File: config.mk
export PLATFORM = sky130hd
export DESIGN_NAME = mul_rr_sched
export DESIGN_NICKNAME = d
export VERILOG_FILES = /design/src/rtl/mul_rr_sched.sv
export SDC_FILE = /design/constraint.sdc
export NUM_CORES = 1
export LEC_CHECK = 0
export CAP_MARGIN = 20
export CORE_MARGIN = 5
export CORE_UTILIZATION = 48
export CTS_BUF_LIST = sky130_fd_sc_hd__clkbuf_4
export CTS_CLUSTER_SIZE = 12
export DETAILED_ROUTE_END_ITERATION = 10
export PLACE_DENSITY = 0.87
export SYNTH_ARGS = -nofsm -noshare
export SYNTH_HDL_FRONTEND = slang
export SYNTH_SLANG_ARGS = --single-unit
File: constraint.sdc
create_clock -name clk -period 3.7 [get_ports clk]
set_clock_uncertainty 0.1 [all_clocks]
set_input_delay 0.74 -clock clk [delete_from_list [all_inputs] [get_ports clk]]
set_output_delay 0.74 -clock clk [all_outputs]
set_load 0.005 [all_outputs]
File: src/rtl/mul_rr_sched.sv
// Round-robin arbiter feeding a single signed multiplier.
// Requesters share one product register; each grant runs IDLE -> MUL -> RESP.
module mul_rr_sched #(
  parameter int W   = 3,
  parameter int N   = 4,
  parameter int IDW = 2
) (
  input  logic             clk,
  input  logic             rst_n,
  input  logic [N-1:0]     req_valid,
  input  logic [N*W-1:0]   req_a,
  input  logic [N*W-1:0]   req_b,
  output logic [N-1:0]     req_ready,
  output logic             resp_valid,
  input  logic             resp_ready,
  output logic [2*W-1:0]   resp_p,
  output logic [IDW-1:0]   resp_id,
  output logic             busy
);

  // state | meaning
  // IDLE  | arbitrate; winner sees req_ready this cycle
  // MUL   | multiply captured operands into resp_p
  // RESP  | hold response until resp_ready
  typedef enum logic [1:0] {IDLE, MUL, RESP} state_e;

  state_e           state_q, state_d;
  logic [W-1:0]     a_q, b_q;
  logic [IDW-1:0]   id_q, last_q;
  logic [2*W-1:0]   resp_p_q;
  logic [IDW-1:0]   resp_id_q;
  logic             resp_valid_q;

  logic             win_found;
  logic [IDW-1:0]   win_idx;
  logic [2*W-1:0]   a_ext, b_ext, prod;

  // Scan upward from the slot after the last winner, wrapping at N.
  always_comb begin
    win_found = 1'b0;
    win_idx   = '0;
    for (int k = 1; k <= N; k++) begin
      int sel;
      sel = (int'(last_q) + k) % N;
      if (!win_found && req_valid[IDW'(sel)]) begin
        win_found = 1'b1;
        win_idx   = IDW'(sel);
      end
    end
  end

  // Low 2W bits of the sign-extended product are exact for two's complement.
  assign a_ext = {{W{a_q[W-1]}}, a_q};
  assign b_ext = {{W{b_q[W-1]}}, b_q};
  assign prod  = a_ext * b_ext;

  always_ff @(posedge clk or negedge rst_n) begin
    if (!rst_n) state_q <= IDLE;
    else        state_q <= state_d;
  end

  always_comb begin
    state_d = state_q;
    case (state_q)
      IDLE:    if (win_found)  state_d = MUL;
      MUL:                     state_d = RESP;
      RESP:    if (resp_ready) state_d = IDLE;
      default:                 state_d = IDLE;
    endcase
  end

  always_comb begin
    req_ready = '0;
    if (rst_n && state_q == IDLE && win_found) req_ready[win_idx] = 1'b1;
    busy = (state_q != IDLE);
  end

  always_ff @(posedge clk or negedge rst_n) begin
    if (!rst_n) begin
      a_q          <= '0;
      b_q          <= '0;
      id_q         <= '0;
      last_q       <= IDW'(N-1);
      resp_p_q     <= '0;
      resp_id_q    <= '0;
      resp_valid_q <= 1'b0;
    end else begin
      case (state_q)
        IDLE: if (win_found) begin
          a_q    <= req_a[win_idx*W +: W];
          b_q    <= req_b[win_idx*W +: W];
          id_q   <= win_idx;
          last_q <= win_idx;
        end
        MUL: begin
          resp_p_q     <= prod;
          resp_id_q    <= id_q;
          resp_valid_q <= 1'b1;
        end
        RESP: if (resp_ready) resp_valid_q <= 1'b0;
        default: ;
      endcase
    end
  end

  assign resp_valid = resp_valid_q;
  assign resp_p     = resp_p_q;
  assign resp_id    = resp_id_q;

endmodule

==> results.sh, run 1 <==
export IMPL_outcome="complete, no violations"
export IMPL_setup_worst_path_start_class="primary input"
export IMPL_whs_ns=0.3960
export IMPL_worstPathRequired_ns=2.86
export IMPL_finalHoldViolations=0
export IMPL_syn_area_per_cell_um2=9.293
export IMPL_post_drt_via_cell_ratio=5.539
export IMPL_fmax_ghz=0.2831
export IMPL_path_common_cell="clkdlybuf4s50_1"
export IMPL_synth_flop_cell="dfrtp_1"
export IMPL_placed_area_um2=1896
export IMPL_antenna_found_initial=0
export IMPL_worstSkewPairLatency_ns=0.30
export IMPL_yosysSeqAreaShare_pct=37.38
export IMPL_slew_headroom_pct=70.43
export IMPL_fin_area_um2=1928
export IMPL_path_buf_inv=3
export IMPL_critPathMaxStageDelay_ns=0.53
export IMPL_worstSetupEndpointType="output pin"
export IMPL_top_layer="met4"
export IMPL_rsz0062_at_grt="false"
export IMPL_core_area_um2=2781
export IMPL_drv_cap=0
export IMPL_cts_max_level=1
export IMPL_crit_path_top_delay_cell="clkdlybuf4s50_1"
export IMPL_cts_tree="built"
export IMPL_synth_edf_count=0
export IMPL_hold_class="flip-flop to flip-flop"
export IMPL_leakagePower_nw=0.8719
export IMPL_grt_overflow=0
export IMPL_grt_max_degree=22
export IMPL_cts_buffer_depth=2
export IMPL_cts_root_buf="clkbuf_4"
export IMPL_wl_um=3296
export IMPL_antenna_cells=0
export IMPL_die_h_um=64.25
export IMPL_fp_dieW_um=64.25
export IMPL_crit_fanout=8
export IMPL_min_period_over_period_pct=95.47
export IMPL_ys_types=33
export IMPL_drtAntennaViolNets=0
export IMPL_drt_wirelength_per_cell_um=14.21
export IMPL_worst_pin_slew_ns=0.4436
export IMPL_criticalPathCategory="primary input to output pin"
export IMPL_gp_congestion=0.8696
export IMPL_clock_sinks=21
export IMPL_setup_viol=0
export IMPL_powerDensity_nw_per_um2=825.2
export IMPL_drt_pass1_iterations=4
export IMPL_wl_met3_um=238
export IMPL_ys_warnings_count=0
export IMPL_ys_seq_elements=21
export IMPL_peakVddDrop_v=0.0006377
export IMPL_track_usage_pct=16.92
export IMPL_clk_pin_slew_worst_paths_ns=0.10
export IMPL_crit_family="buffers and inverters"
export IMPL_grt_pass1_vias=1348
export IMPL_routedLengthMet1_um=1328
export IMPL_dieArea_um2=4128
export IMPL_area_delta_synth_final_pct=36.49
export IMPL_numCtsBuffers=3
export IMPL_r2r_slack_ns=0.88
export IMPL_drt_initial_drc_count=38
export IMPL_start_util_pct=50.79
export IMPL_worstPathCellList="clkdlybuf4s50_1 -> inv_1 -> a22o_1 -> a21o_2 -> nor3_1 -> clkdlybuf4s50_1"
export IMPL_synth_cells=152
export IMPL_maxSlewViolCount=0
export IMPL_crit_arrival_ns=2.69
export IMPL_ys_async_sr_fraction_pct=100.0
export IMPL_io_pins=45
export IMPL_rows=19
export IMPL_period_needed_ns=3.532
export IMPL_syn_area_um2=1413
export IMPL_final_setup_tns_ns=0
export IMPL_post_cts_buffers=0
export IMPL_detailed_place_hpwl_um=2807
export IMPL_cts_resized=0
export IMPL_wl_met2_um=1694
export IMPL_nets=242
export IMPL_grt_pass1_wl_um=5727
export IMPL_vias=1285
export IMPL_drive_gt1_share_pct=9.950
export IMPL_numPortBuffers=44
export IMPL_synth_fp_nets=192
export IMPL_cts_hold_buf=0
export IMPL_remaining_drc_errors=0
[final timing paths]
check | end | from | depth (start not counted)
worst max-delay path | req_ready[0] | req_valid[2] | 6
worst min-delay path | resp_id[1] | resp_id[1] | 2
worst max register to register | resp_p[5] | b_q[0] | 9
worst min register to register | resp_id[1] | resp_id[1] | 2
max in group asynchronous | last_q[0] | rst_n | 2
min in group asynchronous | resp_p[3] | rst_n | 2
[metrics by stage]
step	cells	worst slack (ns)	utilization [%]	total power [mW]
6_report	232	0.1677	69.32	1.591
5_1_grt	232	0.02158	69.32	1.779
4_1_cts	232	0.1026	69.23	1.615
3_5_place_dp	228	0.1177	68.15	1.498
3_3_place_gp	228	0.1565	68.15	1.429
2_1_floorplan	152	1.070	-	1.153
[sequential cells by signal (all words and copies together), names as in the netlist]
register and flops:
last_q 2, resp_p 6, id_q 2, a_q 3
resp_valid 1, state_q 2, resp_id 2, b_q 3
[logic make-up after synthesis]
kind of cell               synth area share [%]
buffers and inverters                     6.377
DFF                                       37.38
and+or+nand+nor                           15.68
AOI/OAI and AO/OA                         20.37
xor gates and xnor gates                  1.860
adders and majority gates                 10.10
muxes                                     8.237
[report_power, final]
part           internal (mW)  total (mW)  switching (mW)
registers              0.359       0.454          0.0954
logic                  0.534        1.02           0.490
clock network         0.0493       0.112          0.0628
[routing by layer]
| metal | vias up | track usage [%] |
|---|---|---|
| met5 | - | 0 |
| met4 | 0 | 4.071 |
| met3 | 6 | 4.378 |
| met2 | 49 | 30.85 |
| met1 | 603 | 19.50 |
| li1 | 627 | - |
[cells in the final DEF, fill, tap and decap left out, drive strengths merged, types with 2 or more instances in the layout]
| cell type | instances |
|---|---|
| fa | 4 |
| dfrtp | 19 |
| nand2b | 5 |
| a21oi | 5 |
| nor3 | 5 |
| dfstp | 2 |
| a211oi | 16 |
| xnor2 | 3 |
| nand2 | 16 |
| buf | 4 |
| clkbuf | 4 |
| a21o | 3 |
| nor2 | 16 |
| clkdlybuf4s50 | 43 |
| mux2i | 6 |
| o21ai | 9 |
| mux2 | 5 |
| and2 | 3 |
| ha | 5 |
| inv | 16 |
[synth_stat cells, types with 4 or more instances]
master	instances	area [um2]
dfrtp_1	19	475.5
a211oi_1	16	120.1
inv_1	16	60.06
nand2_1	16	60.06
nor2_1	16	60.06
o21ai_0	8	40.04
mux2i_1	6	60.06
ha_1	5	62.56
mux2_2	5	56.30
nand2b_1	5	31.28
nor3_1	5	25.02
a21oi_1	4	20.02
fa_1	4	80.08
[worst reg2reg max path, cell delays in order, from the launching register on]
cell and delay [ns]:
dfrtp_1 0.43, nand2_1 0.16, fa_1 0.57, inv_1 0.06, fa_1 0.38, ha_1 0.20
fa_1 0.39, xnor2_1 0.20, xnor2_1 0.13, o21ai_0 0.08
[cell type report]
cell class	instances	area, um2
clock buffer	4	30.03
fill	240	853.3
inverter	17	63.81
multi-input combinational	111	794.5
sequential	21	528.0
tap	31	38.79
timing repair buffer	48	473.0
Power figures use the tool's default switching activity.
==> inputs of run 2 (changes only) <==
Settings changed: CTS_CLUSTER_DIAMETER set to 30.
==> results of run 2 <==
No change in the layout: final DEF, timing and power equal those of run 1.
==> inputs of run 3 (changes only) <==
Settings changed: CORE_UTILIZATION 48 to 60, DONT_BUFFER_PORTS set to 1, PLACE_DENSITY 0.87 to 0.81.
==> results.sh, run 3 (synthesis results as in run 1) <==
export IMPL_hold_class="primary input to asynchronous set/reset pin"
export IMPL_cts_buffer_depth=2
export IMPL_drt_wirelength_per_cell_um=15.70
export IMPL_core_area_um2=2233
export IMPL_rows=17
export IMPL_final_cell_mix="dfrtp_1 (19), inv_1 (16), nor2_1 (16), nand2_1 (16), a211oi_1 (16)"
export IMPL_leakagePower_nw=0.6777
export IMPL_crit_family="simple AND/OR/NAND/NOR gates"
export IMPL_largest_reg_flops=6
export IMPL_criticalPathCategory="flip-flop to output pin"
export IMPL_outcome="complete, no violations"
export IMPL_drt_initial_drc_count=26
export IMPL_p_clk_share_pct=8.2
export IMPL_post_route_util_pct=65.43
export IMPL_use_met1_pct=20.08
export IMPL_vias=1076
export IMPL_numPortBuffers=0
export IMPL_cts_max_level=1
export IMPL_drv_cap=0
export IMPL_gp_congestion=0.8392
export IMPL_maxSlewViolCount=0
export IMPL_critPathMaxStageDelay_ns=0.42
export IMPL_die_h_um=58.52
export IMPL_setup_viol=0
export IMPL_drive_gt1_share_pct=10.39
export IMPL_fmax_ghz=0.3476
export IMPL_slew_headroom_pct=45.15
export IMPL_grt_max_degree=23
export IMPL_internal_power_mw=0.8039
export IMPL_final_setup_tns_ns=0
export IMPL_peakVddDrop_v=0.0005572
export IMPL_rsz0062_at_grt="false"
export IMPL_grt_pass1_vias=1150
export IMPL_grt_overflow=0
export IMPL_final_common_cell="dfrtp_1"
export IMPL_cts_tree="built"
export IMPL_crit_path_top_delay_cell="dfrtp_1"
export IMPL_antenna_found_initial=0
export IMPL_nets=195
export IMPL_start_util_pct=63.25
export IMPL_min_period_over_period_pct=77.75
export IMPL_remaining_drc_errors=0
export IMPL_swShare_pct=43.79
export IMPL_p_comb_share_pct=59.4
export IMPL_wl_um=2858
export IMPL_powerDensity_nw_per_um2=978.7
export IMPL_antenna_cells=0
export IMPL_seqCellArea_um2=528.0
export IMPL_dieArea_um2=3425
export IMPL_net_switching_power_mw=0.6263
export IMPL_worstPathCellList="or2_2 -> a21o_1 -> inv_1 -> nand2_1 -> nor3_1"
export IMPL_crit_arrival_ns=2.04
export IMPL_cts_resized=0
export IMPL_track_usage_pct=17.74
export IMPL_p_seq_share_pct=32.4
export IMPL_setup_worst_path_start_class="flip-flop"
export IMPL_clock_sinks=21
export IMPL_post_drt_via_cell_ratio=5.912
export IMPL_path_buf_inv=1
export IMPL_worst_pin_slew_ns=0.8201
export IMPL_grtUsageMet3_pct=3.509
export IMPL_detailed_place_hpwl_um=2336
export IMPL_fp_dieW_um=58.52
export IMPL_busiest_layer="met2"
export IMPL_worstSkewPairLatency_ns=0.31
export IMPL_drt_pass1_iterations=4
export IMPL_finalHoldViolations=0
export IMPL_fillers=198
export IMPL_met2_usage_pct=30.94
export IMPL_drtAntennaViolNets=0
export IMPL_grt_pass1_wl_um=4740
export IMPL_r2r_start="b_q[0]"
export IMPL_clk_pin_slew_worst_paths_ns=0.11
export IMPL_io_pins=45
export IMPL_crit_fanout=13
export IMPL_multi_input_area_um2=794.5
export IMPL_cts_root_buf="clkbuf_4"
export IMPL_period_needed_ns=2.877
export IMPL_numCtsBuffers=3
export IMPL_area_delta_synth_final_pct=3.454
export IMPL_cp_startpoint="state_q[1]"
export IMPL_worstPathRequired_ns=2.86
export IMPL_worstSetupEndpointType="output pin"
==> run 3: changes by cell type in the layout (fill, tap and decap cells not counted) <==
cell             previous run  this run
clkdlybuf4s50_1            43         0
buf_4                       4         0
dlygate4sd3_1               0         1
dlymetal6s2s_1              1         0
==> run 3: metrics by stage <==
stage | instances | cell area [um2] | setup slack, ns | total power [mW] | hold WS (ns)
final | 182 | 1461 | 0.8232 | 1.430 | 0.1585
after global routing | 182 | 1461 | 0.7139 | 1.594 | 0.1402
after CTS | 181 | 1451 | 0.8309 | 1.447 | 0.002325
after detailed placement | 177 | 1421 | 0.8861 | 1.329 | 0.3451
after global placement | 177 | 1421 | 1.020 | 1.265 | 0.3451
after floorplan | 152 | 1413 | 1.070 | 1.153 | 0.3444
==> run 3: metal layers <==
| metal | up-vias | share of wire, % | wire length [um] |
|---|---|---|---|
| li1 | 529 | - | - |
| met2 | 44 | 49 | 1395 |
| met4 | 0 | 2.1 | 61 |
| met1 | 498 | 43 | 1219 |
| met5 | - | 0 | 0 |
| met3 | 5 | 6.4 | 182 |
==> run 3: power by group through the flow <==
stage	Sequential, mW	Clock [mW]	Combinational [mW]
2_1_floorplan	0.442	0	0.711
3_3_place_gp	0.463	0	0.802
3_5_place_dp	0.471	0	0.858
4_1_cts	0.466	0.119	0.862
5_1_grt	0.485	0.128	0.981
6_report	0.463	0.117	0.850
==> run 3: path summary, 6_finish.rpt <==
kind,endpoint,slack (ns),cells past startpoint
worst max register to register,resp_p[5],0.89,9
worst min-delay path,last_q[1],0.16,0
max in group asynchronous,resp_valid,2.14,1
worst max-delay path,req_ready[3],0.82,5
min in group clk,resp_valid,0.40,1
worst min register to register,resp_valid,0.40,1
==> run 3: cell type report <==
cell class                      instances  area share, %
Clock buffer                            4          2.055
Inverter                               17          4.366
Timing Repair Buffer                    1         0.6849
Sequential cell                        21          36.13
Multi-Input combinational cell        111          54.37
Tap cell                               28          2.397
==> run 3: timing repair <==
| action | 4_1_cts | 5_1_grt |
|---|---|---|
| endpoints found under the hold margin | 0 | 19 |
| hold buffers | 0 | 1 |
| setup buffers | 0 | 0 |
